$ cat src/rtl/loader_pkg.sv
// ============================================================================
// Module  : loader_pkg
// Brief   : Shared state encoding and frame constants for the program loader.
// Revision: 1.0 - initial release
// ============================================================================
`default_nettype none

package loader_pkg;

    localparam int HDR_LEN  = 2;
    localparam int CSUM_LEN = 1;

    typedef enum logic [2:0] {
        ST_LEN0 = 3'd0,
        ST_LEN1 = 3'd1,
        ST_DATA = 3'd2,
        ST_CSUM = 3'd3,
        ST_RUN  = 3'd4,
        ST_ERR  = 3'd5
    } loader_state_t;

    // States in which the loader is still consuming the byte stream.
    function automatic logic is_loading(input loader_state_t s);
        return (s == ST_LEN0) || (s == ST_LEN1) || (s == ST_DATA) || (s == ST_CSUM);
    endfunction

    function automatic int frame_bytes(input int n_words);
        return HDR_LEN + 4 * n_words + CSUM_LEN;
    endfunction

endpackage

`default_nettype wire

$ cat src/rtl/prog_loader_byte_packer.sv
// ============================================================================
// Module  : byte_packer
// Brief   : Packs a byte stream little-endian into 32-bit words.
// Revision: 1.0 - initial release
// ============================================================================
`default_nettype none

module byte_packer
    import loader_pkg::*;
(
    input  logic        clk,
    input  logic        rst_n,
    input  logic        clear,
    input  logic        byte_valid,
    input  logic [7:0]  byte_data,
    output logic        word_last,
    output logic        word_valid,
    output logic [31:0] word
);

    logic [1:0]  idx_q, idx_d;
    logic [31:0] pk_q, pk_d;
    logic        wv_q, wv_d;

    assign word_last  = byte_valid && !clear && (idx_q == 2'd3);
    assign word_valid = wv_q;
    assign word       = pk_q;

    // Each byte lands in its own lane, so the finished word is already in order.
    always_comb begin
        idx_d = idx_q;
        pk_d  = pk_q;
        wv_d  = 1'b0;
        if (clear) begin
            idx_d = 2'd0;
            pk_d  = 32'd0;
        end else if (byte_valid) begin
            idx_d              = idx_q + 2'd1;
            pk_d[8*idx_q +: 8] = byte_data;
            wv_d               = (idx_q == 2'd3);
        end
    end

    always_ff @(posedge clk or negedge rst_n) begin
        if (!rst_n) begin
            idx_q <= 2'd0;
            pk_q  <= 32'd0;
            wv_q  <= 1'b0;
        end else begin
            idx_q <= idx_d;
            pk_q  <= pk_d;
            wv_q  <= wv_d;
        end
    end

endmodule

`default_nettype wire

$ cat src/rtl/prog_loader.sv
// ============================================================================
// Module  : prog_loader
// Brief   : Loads a length/payload/checksum byte frame into instruction memory
//           and releases the core from reset once the frame checks out.
// Revision: 1.0 - initial release
// ============================================================================
`default_nettype none

module prog_loader
    import loader_pkg::*;
#(
    parameter int DEPTH = 256,
    parameter int AW    = 32
) (
    input  logic                   clk,
    input  logic                   reset,
    input  logic                   restart,
    input  logic                   in_valid,
    input  logic [7:0]             in_data,
    output logic                   in_ready,
    output logic                   imem_we,
    output logic [AW-1:0]          imem_addr,
    output logic [31:0]            imem_wdata,
    output logic                   cpu_reset_n,
    output logic                   load_done,
    output logic                   load_error,
    output logic [$clog2(DEPTH):0] words_loaded
);

    localparam int WLW = $clog2(DEPTH) + 1;

    loader_state_t   state_q, state_d;
    logic [7:0]      len_lo_q, len_lo_d;
    logic [15:0]     len_q, len_d;
    logic [WLW-1:0]  wl_q, wl_d;
    logic [7:0]      xor_q, xor_d;
    logic [AW-1:0]   addr_q, addr_d;
    logic            cpu_rst_n_q, cpu_rst_n_d;

    logic            w_xfer;
    logic            w_pk_last;
    logic            w_pk_valid;
    logic [31:0]     w_pk_word;
    logic [15:0]     w_len_full;
    logic [15:0]     w_next_count;

    assign in_ready     = is_loading(state_q) && !restart;
    assign w_xfer       = in_valid && in_ready;
    assign w_len_full   = {in_data, len_lo_q};
    assign w_next_count = 16'(wl_q) + 16'd1;

    byte_packer u_packer (
        .clk        (clk),
        .rst_n      (reset),
        .clear      (restart),
        .byte_valid (w_xfer && (state_q == ST_DATA)),
        .byte_data  (in_data),
        .word_last  (w_pk_last),
        .word_valid (w_pk_valid),
        .word       (w_pk_word)
    );

    always_comb begin
        state_d  = state_q;
        len_lo_d = len_lo_q;
        len_d    = len_q;
        wl_d     = wl_q;
        xor_d    = xor_q;
        addr_d   = addr_q;
        case (state_q)
            ST_LEN0: begin
                if (w_xfer) begin
                    len_lo_d = in_data;
                    state_d  = ST_LEN1;
                end
            end
            ST_LEN1: begin
                if (w_xfer) begin
                    len_d = w_len_full;
                    if (w_len_full == 16'd0) begin
                        state_d = ST_CSUM;
                    end else if (32'(w_len_full) > DEPTH) begin
                        state_d = ST_ERR;
                    end else begin
                        state_d = ST_DATA;
                    end
                end
            end
            ST_DATA: begin
                if (w_xfer) begin
                    xor_d = xor_q ^ in_data;
                end
                // Address and count advance together so the write carries the pre-increment index.
                if (w_pk_last) begin
                    wl_d   = wl_q + 1'b1;
                    addr_d = AW'({wl_q, 2'b00});
                    if (w_next_count == len_q) begin
                        state_d = ST_CSUM;
                    end
                end
            end
            ST_CSUM: begin
                if (w_xfer) begin
                    state_d = (in_data == xor_q) ? ST_RUN : ST_ERR;
                end
            end
            default: ;
        endcase

        if (restart) begin
            state_d  = ST_LEN0;
            len_lo_d = 8'd0;
            len_d    = 16'd0;
            wl_d     = '0;
            xor_d    = 8'd0;
        end

        cpu_rst_n_d = (state_q == ST_RUN) && !restart;
    end

    always_ff @(posedge clk or negedge reset) begin
        if (!reset) begin
            state_q     <= ST_LEN0;
            len_lo_q    <= 8'd0;
            len_q       <= 16'd0;
            wl_q        <= '0;
            xor_q       <= 8'd0;
            addr_q      <= '0;
            cpu_rst_n_q <= 1'b0;
        end else begin
            state_q     <= state_d;
            len_lo_q    <= len_lo_d;
            len_q       <= len_d;
            wl_q        <= wl_d;
            xor_q       <= xor_d;
            addr_q      <= addr_d;
            cpu_rst_n_q <= cpu_rst_n_d;
        end
    end

    assign imem_we      = w_pk_valid;
    assign imem_wdata   = w_pk_word;
    assign imem_addr    = addr_q;
    assign cpu_reset_n  = cpu_rst_n_q;
    assign load_done    = (state_q == ST_RUN);
    assign load_error   = (state_q == ST_ERR);
    assign words_loaded = wl_q;

endmodule

`default_nettype wire

$ cat config.mk
export PLATFORM = sky130hd
export DESIGN_NAME = prog_loader
export DESIGN_NICKNAME = d
export VERILOG_FILES = /design/src/rtl/loader_pkg.sv /design/src/rtl/prog_loader_byte_packer.sv /design/src/rtl/prog_loader.sv
export SDC_FILE = /design/constraint.sdc
export NUM_CORES = 1
export LEC_CHECK = 0
export CAP_MARGIN = 20
export CORE_AREA = 2 2 76 115
export CTS_CLUSTER_DIAMETER = 150
export DETAILED_ROUTE_END_ITERATION = 8
export DIE_AREA = 0 0 78 117
export GPL_TIMING_DRIVEN = 0
export PLACE_DENSITY = 0.94
export SYNTH_ARGS = -nofsm -noshare
export SYNTH_HDL_FRONTEND = slang
export SYNTH_SLANG_ARGS = --single-unit
$ cat constraint.sdc
create_clock -name clk -period 4.56 [get_ports clk]
set_clock_uncertainty 0.15 [all_clocks]
set_input_delay 0.912 -clock clk [delete_from_list [all_inputs] [get_ports clk]]
set_output_delay 0.912 -clock clk [all_outputs]
set_load 0.05 [all_outputs]
==> summary.md <==
| Metric | Value |
|---|---|
| Site row count | `41` |
| Fin cells | `651` |
| Nets | `557` |
| Final Setup Violations | `0` |
| Final period util | `76.3%` |
| Largest net degree at the start of global routing | `68` |
| Dpl cell area | `5210 µm²` |
| Initial antenna violation count | `0` |
| Overflow after GRT | `0` |
| Synth Warn # | `0` |
| Via total after detailed routing | `3628` |
| Cell mode on critical path | `clkdlybuf4s50_1` |
| DR DRC count | `0` |
| Die ar. | `9130 µm²` |
| Post-Syn Instances | `446` |
| Hold Buf Count CTS | `0` |
| Wirelength per Cell | `16.8 µm` |
| Final hold violations | `0` |
| Mapped Area | `4380 µm²` |
| Tightest Pin Transition | `0.883 ns` |
| WHS | `0.318 ns` |
| Run status | `finished clean` |
| RePlAce Congestion | `0.898` |
| Reg clk slew, reported paths | `0.06 ns` |
| Hold Crit Class | `in -> async` |
| Worst Path Class, Setup | `in -> out` |
| Clock Latency Late Sink | `0.34 ns` |
| Routed Antenna Nets | `0` |
| Slew headroom | `40.7%` |
| Post-Syn Area per Cell | `9.82 µm²` |
| WP data required | `3.50 ns` |
| Root Buffer | `clkbuf_16` |
| Critical path endpoint category | `primary output` |
| Synth top area cells | `dfrtp_1 (51%), nand2_1 (7.5%), xor2_1 (4.8%), a22o_1 (4.4%), buf_4 (3.9%)` |
| Max VDD drop | `283 µV` |
| Multi-input logic area | `1910 µm²` |
| Max Cap Viol | `0` |
| Die height | `117 µm` |
| Worst-path cell chain | `clkdlybuf4s50_1 > nor2_1 > clkdlybuf4s50_1` |
| Post-synth EDFFs | `0` |
| Drt via density | `5.57` |
| Post-CTS sizing | `0` |
| Power density over cell area | `313 nW/µm²` |
| Ys flop type | `dfrtp_1` |
| RR Startpoint | `words_loaded[0]$_DFFE_PN0P_` |
| First-pass detailed-route iteration total | `4` |
| RSZ-0062 raised after global routing | `no` |
| Minimum clock period | `3.48 ns` |
| Lkg Pwr | `0.00247 µW` |
| Die X | `78 µm` |
| Starting density of the core | `53.3%` |
| PortBufs | `58` |
| Max Slew Vio Count | `0` |
| CP Launch Type | `input port` |
| First-pass GRT wire length | `17600 µm` |
| Asr flop ratio synth | `100%` |
| Synth top area share | `50.9%` |
| Vias in the first global route | `3561` |
| Final non-filler cell area | `5470 µm²` |
| Final wirelength | `10900 µm` |
| Clock Tree Buf Depth | `2` |
| Unique cell type count in the Yosys netlist | `47` |
| Crit path to | `in_ready` |
| Register Area | `2230 µm²` |
| Seq/Total Area, Yosys | `50.9%` |
| Arrival @ worst endpoint | `2.42 ns` |
| I/O Pins | `90` |
| N_diodes | `0` |
| CTS sink cnt | `89` |
| Core Area | `8210 µm²` |
| Post-CTS Setup Inserts | `0` |
| Seq cells post-synth | `89` |
| First DRT Iteration DRCs | `213` |
| Max FO, Critical Path | `3` |
| # fillers | `611` |
| Setup crit start | `restart` |
| Area delta synth->final | `24.9%` |
| HPWL Detailed | `7790 µm` |
| Layout cell share with drive strength beyond 1 | `11.0%` |
| Slowest cell on the critical path | `clkdlybuf4s50_1` |
| Reg2reg path depth | `7` |
| CTS tree | `done` |
| TritonCTS Buffers | `9` |
| F_max | `0.288 GHz` |
| Total Routing Usage GR | `25.2%` |
| R2r endpoint | `state_q[0]$_DFFE_PN0P_` |
| Cell taking the most area after synthesis | `dfrtp_1` |
| H-tree levels | `3` |
| DP Cell Count | `635` |
| CP peak stage delay | `0.85 ns` |
| Reg-to-reg slack, setup | `1.69 ns` |
==> cells in the final DEF, fill, tap and decap left out, drive strengths merged, types with 2 or more instances in the layout <==
cell,netlist,routed
buf,29,31
nor3b,4,4
a22o,22,22
nor4,9,9
mux2i,2,2
nand2,88,88
o31ai,2,2
clkbuf,22,35
clkdlybuf4s50,0,57
or3,3,3
mux2,9,9
inv,9,9
xor2,24,24
nand3,4,4
nand4,2,2
or4,2,2
conb,1,23
nor2,21,21
clkinv,0,2
ha,6,6
nand2b,7,7
and3,2,2
xnor2,10,10
dfrtp,89,89
o21ai,16,16
a21oi,34,34
nor3,10,10
nor2b,3,3
==> metrics by stage <==
stage	setup TNS [ns]	total power [µW]	setup slack, ns	utilization [%]
floorplan	0	994	1.34	-
global placement	-45.33	1050	-0.516	63.0
detailed placement	0	1060	1.11	63.5
CTS	0	1710	1.11	66.6
global route	0	1770	1.05	66.6
finish	0	1710	1.08	66.6
==> sequential cells by signal, summed over array words and instances, names as in the netlist, 2 cells and up <==
register / flops
state_q: 3
len_lo_q: 8
u_packer.idx_q: 2
imem_addr: 9
u_packer.word: 32
words_loaded: 9
xor_q: 8
len_q: 16
==> logic make-up after synthesis <==
family | count (synthesis) | synth area share (%)
XOR/XNOR | 34 | 6.80
other | 1 | 0.0857
AO/OA/AOI/OAI | 85 | 13.4
buffers and inverters | 60 | 7.43
flip-flops | 89 | 50.9
AND/OR/NAND/NOR | 160 | 16.9
adder cells (fa/ha/maj) | 6 | 1.71
multiplexers | 11 | 2.77
==> Yosys cell counts, types with 9 or more instances <==
master,number
o21ai_0,16
a21oi_1,34
nand2_1,88
clkbuf_1,22
nor3_1,10
xor2_1,24
mux2_2,9
dfrtp_1,89
inv_1,9
buf_4,23
nor2_1,21
a22o_1,22
xnor2_1,10
==> how the worst min path moves through the flow <==
stage / slack (ns) / end / from / cells after the start
after floorplan: 0.35 / len_q[15]$_DFFE_PN0P_ / len_q[15]$_DFFE_PN0P_ / 2
after global placement: 0.31 / imem_addr[9]$_DFFE_PN0P_ / imem_addr[9]$_DFFE_PN0P_ / 2
after detailed placement: 0.33 / u_packer.word[6]$_DFFE_PN0P_ / u_packer.word[6]$_DFFE_PN0P_ / 2
after CTS: 0.32 / cpu_reset_n$_DFF_PN0_ / reset / 1
after global routing: 0.34 / state_q[1]$_DFFE_PN0P_ / reset / 1
final: 0.32 / cpu_reset_n$_DFF_PN0_ / reset / 1
==> critical path, delay by kind of cell <==
family / cells / cell delay [ns]
buffers and inverters: 2 / 1.27
and+or+nand+nor: 1 / 0.23
==> metal layers <==
layer	vias to the layer above	part of all wire, %	track usage [%]
met2	162	53	44.8
met1	1765	36	27.2
met5	-	0	0
met4	0	4.7	17.1
li1	1657	-	-
met3	44	6.2	5.06
==> layout make-up <==
| cell class | count | area share [%] |
|---|---|---|
| plain buffers | 51 | 5.33 |
| clock buffers | 13 | 4.39 |
| clock inverters | 3 | 0.320 |
| inverters | 9 | 0.618 |
| multi-input cells | 319 | 34.9 |
| flip-flops and latches | 89 | 40.7 |
| well taps | 107 | 2.45 |
| repair buffers | 60 | 11.3 |
==> where the power goes <==
group,leakage [µW],total (µW),switching [µW],internal (µW)
logic,0.00112,231,167,64.1
registers,0.00123,821,14.3,807
clock network,0.000124,657,289,368
total,0.00247,1710,470,1240
No activity file was read; power rests on OpenSTA's default activity.
